==> src/rtl/ycbcr_to_rgb.sv <==
//==============================================================================
// Module   : ycbcr_to_rgb
// Purpose  : Inverse BT.601 full-swing YCbCr -> RGB, 8.8 fixed point,
//            3-stage valid/ready pipeline with output clamping.
// Revision : 1.0  initial release
//==============================================================================
`default_nettype none

module ycbcr_to_rgb #(
  parameter int ROUND = 0
) (
  input  logic       clk,
  input  logic       rst_n,
  input  logic       in_valid,
  output logic       in_ready,
  input  logic [7:0] Y,
  input  logic [7:0] Cb,
  input  logic [7:0] Cr,
  output logic       out_valid,
  input  logic       out_ready,
  output logic [7:0] R,
  output logic [7:0] G,
  output logic [7:0] B
);

  // 18 bits signed covers the largest product magnitude (454*128 = 58112)
  // and every sum formed from it, so nothing wraps.
  localparam int W = 18;
  localparam logic signed [W-1:0] RND   = (ROUND != 0) ? 18'sd128 : 18'sd0;
  localparam logic signed [W-1:0] K_RCR = 18'sd359;
  localparam logic signed [W-1:0] K_GCB = 18'sd88;
  localparam logic signed [W-1:0] K_GCR = 18'sd183;
  localparam logic signed [W-1:0] K_BCB = 18'sd454;

  logic                advance;
  logic signed [W-1:0] cb_ext;
  logic signed [W-1:0] cr_ext;

  // Stage 1: products and luma
  logic                s1_valid;
  logic [7:0]          s1_y;
  logic signed [W-1:0] s1_r_prod;
  logic signed [W-1:0] s1_g_cb_prod;
  logic signed [W-1:0] s1_g_cr_prod;
  logic signed [W-1:0] s1_b_prod;

  // Stage 2: unclamped signed channel sums
  logic                s2_valid;
  logic signed [W-1:0] s2_r;
  logic signed [W-1:0] s2_g;
  logic signed [W-1:0] s2_b;

  logic signed [W-1:0] y_ext;
  logic signed [W-1:0] r_sum;
  logic signed [W-1:0] g_sum;
  logic signed [W-1:0] b_sum;

  // The whole pipe moves together; a full pipe stalls only when the sink is
  // not taking the head sample.
  assign advance  = !out_valid || out_ready;
  assign in_ready = advance;

  assign cb_ext = {{10{Cb[7]}}, Cb};
  assign cr_ext = {{10{Cr[7]}}, Cr};
  assign y_ext  = {10'd0, s1_y};

  // Rounding constant is added before each shift independently, so G rounds
  // once on the combined chroma term rather than per product.
  assign r_sum = y_ext + ((s1_r_prod + RND) >>> 8);
  assign g_sum = y_ext - ((s1_g_cb_prod + s1_g_cr_prod + RND) >>> 8);
  assign b_sum = y_ext + ((s1_b_prod + RND) >>> 8);

  function automatic logic [7:0] clamp8(input logic signed [W-1:0] v);
    if (v[W-1])
      clamp8 = 8'd0;
    else if (v > 18'sd255)
      clamp8 = 8'hFF;
    else
      clamp8 = v[7:0];
  endfunction

  // Stage 1: register chroma products and luma for accepted samples
  always_ff @(posedge clk or negedge rst_n) begin
    if (!rst_n) begin
      s1_valid     <= 1'b0;
      s1_y         <= 8'd0;
      s1_r_prod    <= '0;
      s1_g_cb_prod <= '0;
      s1_g_cr_prod <= '0;
      s1_b_prod    <= '0;
    end else if (advance) begin
      s1_valid <= in_valid;
      if (in_valid) begin
        s1_y         <= Y;
        s1_r_prod    <= cr_ext * K_RCR;
        s1_g_cb_prod <= cb_ext * K_GCB;
        s1_g_cr_prod <= cr_ext * K_GCR;
        s1_b_prod    <= cb_ext * K_BCB;
      end
    end
  end

  // Stage 2: register the scaled, luma-offset channel sums
  always_ff @(posedge clk or negedge rst_n) begin
    if (!rst_n) begin
      s2_valid <= 1'b0;
      s2_r     <= '0;
      s2_g     <= '0;
      s2_b     <= '0;
    end else if (advance) begin
      s2_valid <= s1_valid;
      if (s1_valid) begin
        s2_r <= r_sum;
        s2_g <= g_sum;
        s2_b <= b_sum;
      end
    end
  end

  // Stage 3: clamp to 0..255 and present the result with its valid bit
  always_ff @(posedge clk or negedge rst_n) begin
    if (!rst_n) begin
      out_valid <= 1'b0;
      R         <= 8'd0;
      G         <= 8'd0;
      B         <= 8'd0;
    end else if (advance) begin
      out_valid <= s2_valid;
      if (s2_valid) begin
        R <= clamp8(s2_r);
        G <= clamp8(s2_g);
        B <= clamp8(s2_b);
      end
    end
  end

endmodule

`default_nettype wire

==> config.mk <==
export PLATFORM = sky130hd
export DESIGN_NAME = ycbcr_to_rgb
export DESIGN_NICKNAME = d
export VERILOG_FILES = /design/src/rtl/ycbcr_to_rgb.sv
export SDC_FILE = /design/constraint.sdc
export NUM_CORES = 1
export LEC_CHECK = 0
export CAP_MARGIN = 20
export CORE_AREA = 5 5 134 136
export CTS_CLUSTER_DIAMETER = 80
export DETAILED_ROUTE_END_ITERATION = 7
export DIE_AREA = 0 0 139 141
export PLACE_DENSITY = 0.79
export SYNTH_ARGS = -nofsm -noshare
export SYNTH_HDL_FRONTEND = slang
export SYNTH_SLANG_ARGS = --single-unit
==> constraint.sdc <==
create_clock -name clk -period 4 [get_ports clk]
set_clock_uncertainty 0.2 [all_clocks]
set_input_delay 0.8 -clock clk [delete_from_list [all_inputs] [get_ports clk]]
set_output_delay 0.8 -clock clk [all_outputs]
set_load 0.01 [all_outputs]
* Word-level counts from Yosys, hierarchy flattened *
Cells that the tools add are included.

cells by class
  reductions and logical operators = 5
  divide/modulo/power cells = 0
  add/sub/neg operators = 4
  magnitude comparators = 3
  equal/unequal tests = 0
  bitwise logic cells = 0
  $mul = 4
  shifts and indexed selects = 0
  mux-type cells = 6

operator list
  cell                     number
  $gt A18 B9 Y1 const B    3
  $mux W8                  6
  $mul A8 B9 Y17 const B   2
  $add A9 B10 Y11          2
  $add A18 B18 Y18         1
  $mul A8 B10 Y18 const B  1
  $mul A8 B5 Y13 const B   1
  $sub A9 B10 Y11          1
  $reduce_and A2 Y1        3
  $logic_not A1 Y1         1
  $logic_or A1 B1 Y1       1

word-level totals
  logic and storage cells = 36
  flip-flop bits (word level) = 157
  memories kept = 0
  input bits = 28
  output and inout bits = 26
  bits in latches = 0
  RAM bits = 0
  memory bits (read-only) = 0

* Logic depth before layout (Yosys ltp) *
Gate-level depths: netlist of run 1.

  depth after elaboration = 3
  gate-level depth with buffers = 17
  gate-level depth less buffers = 17

* Worst setup path before layout of run 1 *
Ideal clock, no wire load.

  path kind = input to register
  from = input Cr[0]
  to = register s1_g_cr_prod[15]
  library setup time = 95 ps
  arrival = 4453 ps
  setup slack = -749 ps
  stages on the path = 14
  data required time = 3705 ps
  path through = ha_1 > inv_1 > fa_1 > fa_1 > fa_1 > inv_1 > ha_1 > a21o_1 > a2111oi_4 > nor3_2 > o31a_1 > o21a_1 > o21a_1 > o31ai_1

on the way
  word-level cells in the longest chain between the ends = 1

RTL lines
  item                  RTL line  source
  start, declared       18        input logic [7:0] Cr,
  $mul A8 B9 Y17        97        s1_g_cr_prod <= cr_ext * K_GCR;
  end signal, assigned  97
  end, declared         44        logic signed [W-1:0] s1_g_cr_prod;

No other way between the ends.
A chain may end at the register's enable or synchronous reset.

* Final worst setup path of run 1 *
  from = input Cr[3]
  to = register s1_g_cr_prod[15]

Same word-level chain as after synthesis.

==> flow_summary_export.csv, run 1 <==
group,metric,value,unit
floorplanning,dieArea,0.01960,mm²
placed_design,placed_cells_incl_taps,1421,
route,drt-total-wl,23110,µm
cells_and_area,area_delta_synth_final,31.30,%
critical_path,ff2ff_path_depth,17,
cts,clock_sink_count,115,
synthesis,ys_types,51,
synthesis,synth_top_cell_by_area,"sky130_fd_sc_hd__dfrtp_1",
critical_path,worstReg2RegStart,"s1_g_cr_prod[4]",
synthesis,synth_async_sr_flop_share,100.0,%
sta,timing.final.max_slew_violations,0,
global_route,initial_antenna_violation_count,0,
route,drt_drc_violations_left,0,
placed_design,place_congestion,0.8893,
placed_design,detailed_place.area,0.01162,mm²
floorplanning,initial_utilization,58.02,%
pwr,irDropWorstVdd,542.6,µV
critical_path,setup.worst_path.end_class,"flop",
cts,path_clk_slew,0.06,ns
floorplanning,row_count,48,
synthesis,synth.net_count,1290,
cells_and_area,final-seq-area,0.002878,mm²
sta,min_period_over_period,105.0,%
cts,cts-buffers-inserted,17,
synthesis,main_synth_ff_type,"sky130_fd_sc_hd__dfrtp_1",
critical_path,cp.arrival,4.32,ns
critical_path,cp_peak_stage_delay,0.51,ns
synthesis,yosys_register_bits,115,
synthesis,synth.top_cell.area_share,29.49,%
critical_path,critical_path.n_buffers_inverters,3,
sta,final-setup-viol-count,6,
global_route,vias_in_the_first_global_route,8146,
critical_path,critical_path.most_common_cell,"sky130_fd_sc_hd__fa_1",
job,cap_viol_max_count,0,
critical_path,worst_ep_required_time,4.12,ns
cells_and_area,nNetsFinal,1476,
global_route,grt_start_max_net_pins,89,
critical_path,critPathLaunchType,"primary input",
synthesis,post_synth_instance_area,0.009757,mm²
outcome,run_status,"finished with violations",
cells_and_area,final_area,0.01281,mm²
sta,worstMarginPinSlew,0.5944,ns
sta,grt_setup_unrepaired,"yes",
synthesis,post_synth_inst_count,1049,
critical_path,worstReg2RegEnd,"s2_g[16]",
pwr,pd_cells,741.4,mW/mm²
sta,worst_slew_margin_rel,60.24,%
cts,clk-insertion-delay-late,0.42,ns
min_path,worst_hold_class,"in -> async",
route,dr.first_iter.drc_count,352,
critical_path,timing_worst_setup_path_type,"in -> reg",
cells_and_area,post_route_cells_drive_above_1_share,23.72,%
placed_design,detailedPlacementHpwl,16490,µm
synthesis,yosys-top-cells-area,"sky130_fd_sc_hd__dfrtp_1, sky130_fd_sc_hd__ha_1, sky130_fd_sc_hd__fa_1",
floorplanning,fp.coreArea,0.01682,mm²
cts,hold_buffer_count_at_cts,0,
cts,max-clock-path-buffers,2,
synthesis,synth_seq_area_share,29.49,%
cells_and_area,layout.cells.non_filler,1473,
route,first_pass_iteration_count_of_the_detailed_router,7,
floorplanning,dieWidth,139,µm
route,wl_per_cell,15.69,µm
route,drt-vias-per-instance,5.392,
cts,cts.htree.levels,4,
synthesis,syn-mean-instance-area,9.301,µm²
sta,min_period,4.201,ns
route,dr_total_vias,7942,
cells_and_area,multi_input_area,0.006882,mm²
sta,worst_slack,-0.2014,ns
synthesis,synth_warnings,0,
synthesis,synth_top_cells_by_count,"sky130_fd_sc_hd__ha_1, sky130_fd_sc_hd__inv_1, sky130_fd_sc_hd__nand2_1, sky130_fd_sc_hd__dfrtp_1, sky130_fd_sc_hd__o21ai_1",
route,postRouteAntennaNets,0,
floorplanning,num_io_pins,54,
sta,final-hold-violation-count,0,
global_route,overflow,0,
placed_design,io_buffer_count,53,
global_route,grtUsageTotal,23.69,%
global_route,grt_first_pass_wirelength,37820,µm
cts,clock_tree_from_tritoncts,"built",
critical_path,reg2reg_slack,0.24,ns
floorplanning,die_h,141,µm
critical_path,path_delay_family,"adder cells",
synthesis,number_of_enable_type_register_cells_in_the_synthesized_netlist,0,
sta,max_clock_freq,0.2380,GHz
critical_path,crit_slowest_cell,"sky130_fd_sc_hd__fa_1",
cells_and_area,num_antenna_cells,0,
cts,clk_tree_root_cell,"sky130_fd_sc_hd__clkbuf_16",
pwr,leakage_power,6.329,nW
outcome,violations_in_the_final_reports,"setup timing",
critical_path,crit_path_max_fanout,4,
cells_and_area,n_fill_cell,1037,
synthesis,post-synth-top-count-cell,"sky130_fd_sc_hd__ha_1",
critical_path,critical_path.cell_chain,"buf_12, ha_4, inv_2, fa_1, fa_1, fa_1, inv_2, ha_4, a21o_1, a2111oi_4, nor3_2, o31a_1, o21a_1, o21a_1, o31ai_1",
-- cell families after synthesis --
kind of cell	share of synthesized area [%]
xor gates and xnor gates	5.925
and+or+nand+nor	11.12
adders and majority gates	31.24
DFF	29.49
buffers and inverters	6.707
muxes	1.488
AOI/OAI and AO/OA	14.03
-- state kept, by name, summed over array words and instances (netlist names), 11 cells and up --
| name | flops |
|---|---|
| s1_r_prod | 11 |
| s1_b_prod | 12 |
| s1_g_cb_prod | 11 |
| s2_r | 11 |
| s2_g | 11 |
| s1_g_cr_prod | 13 |
| s2_b | 11 |
-- layout by cell type (no fill, tap or decap), types with 33 or more instances in the layout --
cell type | synthesis | final
sky130_fd_sc_hd__nand2_1 | 136 | 134
sky130_fd_sc_hd__dfrtp_1 | 115 | 115
sky130_fd_sc_hd__o21ai_1 | 83 | 81
sky130_fd_sc_hd__fa_1 | 51 | 47
sky130_fd_sc_hd__clkdlybuf4s50_1 | 0 | 36
sky130_fd_sc_hd__ha_1 | 162 | 127
sky130_fd_sc_hd__nor2_1 | 50 | 49
sky130_fd_sc_hd__buf_4 | 0 | 138
sky130_fd_sc_hd__o31ai_1 | 33 | 33
sky130_fd_sc_hd__inv_1 | 139 | 123
-- metrics by stage --
step / hold slack, ns / worst slack [ns] / setup TNS (ns) / power (W) / utilization, %
final: 0.09881 / -0.2014 / -0.5499 / 0.009498 / 76.18
after global routing: 0.1328 / -0.3150 / -1.587 / 0.01027 / 76.18
after CTS: 0.2795 / -0.2886 / -0.4911 / 0.009117 / 74.26
after detailed placement: 0.2660 / -1.266 / -26.20 / 0.007381 / 69.08
after global placement: 0.2508 / -1.173 / -23.63 / 0.007149 / 69.08
after floorplan: 0.2394 / -0.3666 / -1.275 / 0.005734 / -
-- how the worst max path moves through the flow --
stage                            end  cells after the start  startpoint  slack, ns
floorplan           s1_g_cr_prod[15]                     14       Cr[4]      -0.37
global placement    s1_g_cr_prod[15]                     15       Cr[3]      -1.17
detailed placement  s1_g_cr_prod[16]                     17       Cr[3]      -1.27
CTS                 s1_g_cr_prod[15]                     16       Cr[2]      -0.29
global route        s1_g_cr_prod[15]                     15       Cr[3]      -0.31
finish              s1_g_cr_prod[15]                     15       Cr[3]      -0.20
-- where the power goes --
part           leakage [nW]  switching, W  total, W  internal [W]
clock network         0.259      0.000581   0.00139      0.000812
logic                  4.66       0.00310   0.00604       0.00294
registers              1.41      0.000375   0.00207       0.00169
-- timing repair --
item                                    4_1_cts  5_1_grt
pin swaps                                    50       59
gates cloned                                  0        0
gates resized for setup                     115       52
setup buffers                                12       10
endpoints found under the setup margin       27       22
-- per-layer routing --
metal,track usage (%),up-vias,part of all wire [%],wire [µm]
met2,42.83,162,52,12060
met3,3.969,59,3.3,765
met5,0,-,0,0
li1,-,3890,-,-
met4,9.681,0,2.8,654
met1,28.08,3831,42,9635
-- area by class of cell --
type,count,share of cell area [%]
Multi-Input combinational cell,761,53.72
Sequential cell,115,22.46
Timing Repair Buffer,196,13.03
Inverter,144,4.336
Clock buffer,18,3.428
Tap cell,225,2.197
Clock inverter,14,0.8302
Power figures use the tool's default switching activity.
==> inputs of run 2 (changes only) <==
CTS_CLUSTER_SIZE = 16   (was not set)
==> results of run 2 <==
Same layout as run 1: the final DEF is identical, and so are final timing and power.
==> inputs of run 3 (changes only) <==
CORE_AREA = 5 5 149 151   (was 5 5 134 136)
DIE_AREA = 0 0 154 156   (was 0 0 139 141)
PLACE_DENSITY = 0.66   (was 0.79)
==> flow_summary_export.csv, run 3 (synthesis gave the netlist of run 1 again) <==
group,metric,value,unit
outcome,run_status,"finished with violations",
outcome,violations_in_the_final_reports,"setup timing",
global_route,overflow,0,
critical_path,crit_path_max_fanout,4,
critical_path,ff2ff_path_depth,16,
critical_path,critical_path.n_buffers_inverters,3,
critical_path,cp_peak_stage_delay,0.55,ns
pwr,swShare,40.79,%
sta,final-setup-viol-count,6,
critical_path,cp.arrival,4.34,ns
floorplanning,dieWidth,154,µm
floorplanning,dieArea,0.02402,mm²
critical_path,timing_worst_setup_path_type,"in -> reg",
cells_and_area,area_delta_synth_final,32.47,%
pwr,internal_power,0.005557,W
placed_design,placed_cells_incl_taps,1471,
cells_and_area,largest_reg_flops,13,
pwr,leakage_power,6.369,nW
sta,worst_slew_margin_rel,49.38,%
route,wl_per_cell,13.83,µm
min_path,worst_hold_class,"in -> async",
pwr,pwr-share-comb,61.7,%
pwr,power.sequential.fraction,21.8,%
cells_and_area,multi_input_area,0.006832,mm²
floorplanning,fp.coreArea,0.02069,mm²
job,cap_viol_max_count,0,
critical_path,worst_ep_required_time,4.11,ns
sta,worstMarginPinSlew,0.7567,ns
cells_and_area,n_fill_cell,1729,
floorplanning,initial_utilization,47.16,%
cts,max-clock-path-buffers,2,
critical_path,reg2reg_slack,0.14,ns
pwr,p_clk_share,16.4,%
critical_path,worstReg2RegStart,"s1_g_cr_prod[4]",
route,drt-total-wl,21100,µm
route,dr_total_vias,7560,
cells_and_area,nNetsFinal,1478,
critical_path,path_delay_family,"adder cells",
placed_design,detailedPlacementHpwl,16410,µm
cells_and_area,post_route_cells_drive_above_1_share,23.44,%
sta,setup_total_negative_slack,-0.5800,ns
route,dr.first_iter.drc_count,184,
route,postRouteAntennaNets,0,
critical_path,setup.worst_path.end_class,"flop",
route,drt_drc_violations_left,0,
route,drt-vias-per-instance,4.957,
cts,cts.htree.levels,4,
sta,final-hold-violation-count,0,
critical_path,crit_end,"s1_g_cr_prod[15]",
floorplanning,num_io_pins,54,
global_route,grtUsageTotal,18.14,%
placed_design,io_buffer_count,53,
critical_path,worst-path-stages,15,
sta,min_period,4.225,ns
pwr,p_total,0.009385,W
global_route,grt_first_pass_wirelength,36320,µm
cells_and_area,largest_registers,"s1_g_cr_prod x13, s1_b_prod x12",
floorplanning,row_count,53,
critical_path,critPathLaunchType,"primary input",
global_route,vias_in_the_first_global_route,7779,
cells_and_area,mostFrequentLayoutCell,"sky130_fd_sc_hd__buf_4",
cts,path_clk_slew,0.06,ns
cts,clock_tree_from_tritoncts,"built",
critical_path,critical_path.cell_chain,"buf_12, ha_4, inv_4, fa_1, fa_1, fa_1, inv_2, ha_4, a21o_1, a2111oi_4, nor3_2, o31a_1, o21a_1, o21a_1, o31ai_1",
floorplanning,die_h,156,µm
sta,worst_slack,-0.2252,ns
cts,clk-insertion-delay-late,0.41,ns
cts,clk_tree_root_cell,"sky130_fd_sc_hd__clkbuf_16",
cells_and_area,final-seq-area,0.002878,mm²
global_route,grt_start_max_net_pins,65,
cts,hold_buffer_count_at_cts,0,
global_route,initial_antenna_violation_count,0,
sta,min_period_over_period,105.6,%
pwr,pd_cells,726.1,mW/mm²
critical_path,crit_slowest_cell,"sky130_fd_sc_hd__fa_1",
cells_and_area,final_cell_mix,"sky130_fd_sc_hd__buf_4, sky130_fd_sc_hd__nand2_1, sky130_fd_sc_hd__ha_1",
critical_path,critical_path.most_common_cell,"sky130_fd_sc_hd__fa_1",
route,first_pass_iteration_count_of_the_detailed_router,4,
critical_path,worstReg2RegEnd,"s2_g[8]",
pwr,irDropWorstVdd,387.1,µV
cts,cts-buffers-inserted,17,
cells_and_area,largest_register,"s1_g_cr_prod",
sta,grt_setup_unrepaired,"yes",
critical_path,worstSetupStartpoint,"Cr[0]",
cells_and_area,num_antenna_cells,0,
cells_and_area,layout.cells.non_filler,1525,
cts,clock_sink_count,115,
sta,finalHoldWorstSlack,0.2235,ns
pwr,netSwitchingPower,0.003828,W
sta,max_clock_freq,0.2367,GHz
sta,timing.final.max_slew_violations,0,
placed_design,place_congestion,0.8599,
run 3: power by group through the flow:
stage                     logic, W  registers [W]  clock network [W]
after floorplan            0.00374        0.00200                  0
after global placement     0.00519        0.00205                  0
after detailed placement   0.00532        0.00208                  0
after CTS                  0.00561        0.00206            0.00157
after global routing       0.00653        0.00212            0.00163
final                      0.00579        0.00205            0.00154
run 3: per-layer routing:
metal	track usage (%)	share of wire [%]	vias up
li1	-	-	3889
met1	23.66	47	3526
met2	31.22	48	111
met3	2.691	3.0	34
met4	5.803	2.4	0
met5	0	0	-
run 3: how the worst min path moves through the flow:
| stage | startpoint | to |
|---|---|---|
| 3_3_place_gp | s2_valid | out_valid |
| 3_5_place_dp | s2_valid | out_valid |
| 6_report | rst_n | B[5] |
| 4_1_cts | rst_n | B[5] |
| 2_1_floorplan | s2_valid | out_valid |
| 5_1_grt | rst_n | s2_b[7] |
run 3: worst register-to-register path: stages, from the launching register on:
cell and delay, ns:
sky130_fd_sc_hd__dfrtp_1 0.38, sky130_fd_sc_hd__ha_1 0.29, sky130_fd_sc_hd__a311o_1 0.27, sky130_fd_sc_hd__a21oi_1 0.25, sky130_fd_sc_hd__nor2b_1 0.09, sky130_fd_sc_hd__nor2_1 0.12, sky130_fd_sc_hd__xnor2_1 0.20, sky130_fd_sc_hd__ha_1 0.24
sky130_fd_sc_hd__inv_1 0.06, sky130_fd_sc_hd__fa_1 0.40, sky130_fd_sc_hd__a21o_1 0.19, sky130_fd_sc_hd__a21oi_1 0.19, sky130_fd_sc_hd__nor2b_1 0.07, sky130_fd_sc_hd__o21a_1 0.20, sky130_fd_sc_hd__o41ai_2 0.31, sky130_fd_sc_hd__xor2_1 0.19
sky130_fd_sc_hd__o21ai_1 0.07
run 3: through the flow:
stage	util (%)	worst slack (ns)	area (µm²)
6_report	62.47	-0.2252	12920
5_1_grt	62.47	-0.3653	12920
4_1_cts	61.41	-0.2440	12700
3_5_place_dp	56.57	-1.245	11700
3_3_place_gp	56.57	-1.209	11700
2_1_floorplan	-	-0.3666	9987
run 3: layout make-up:
cell class	instances	share of cell area [%]
Tap cell	275	2.662
Clock buffer	18	3.320
Clock inverter	14	1.384
Sequential cell	115	22.27
Multi-Input combinational cell	761	52.86
Timing Repair Buffer	198	13.21
Inverter	144	4.298
run 3: timing repair:
| item | CTS | global route |
|---|---|---|
| resized for setup | 121 | 44 |
| setup buffers | 15 | 9 |
| endpoints found under the setup margin | 29 | 19 |
| pin swaps | 53 | 53 |
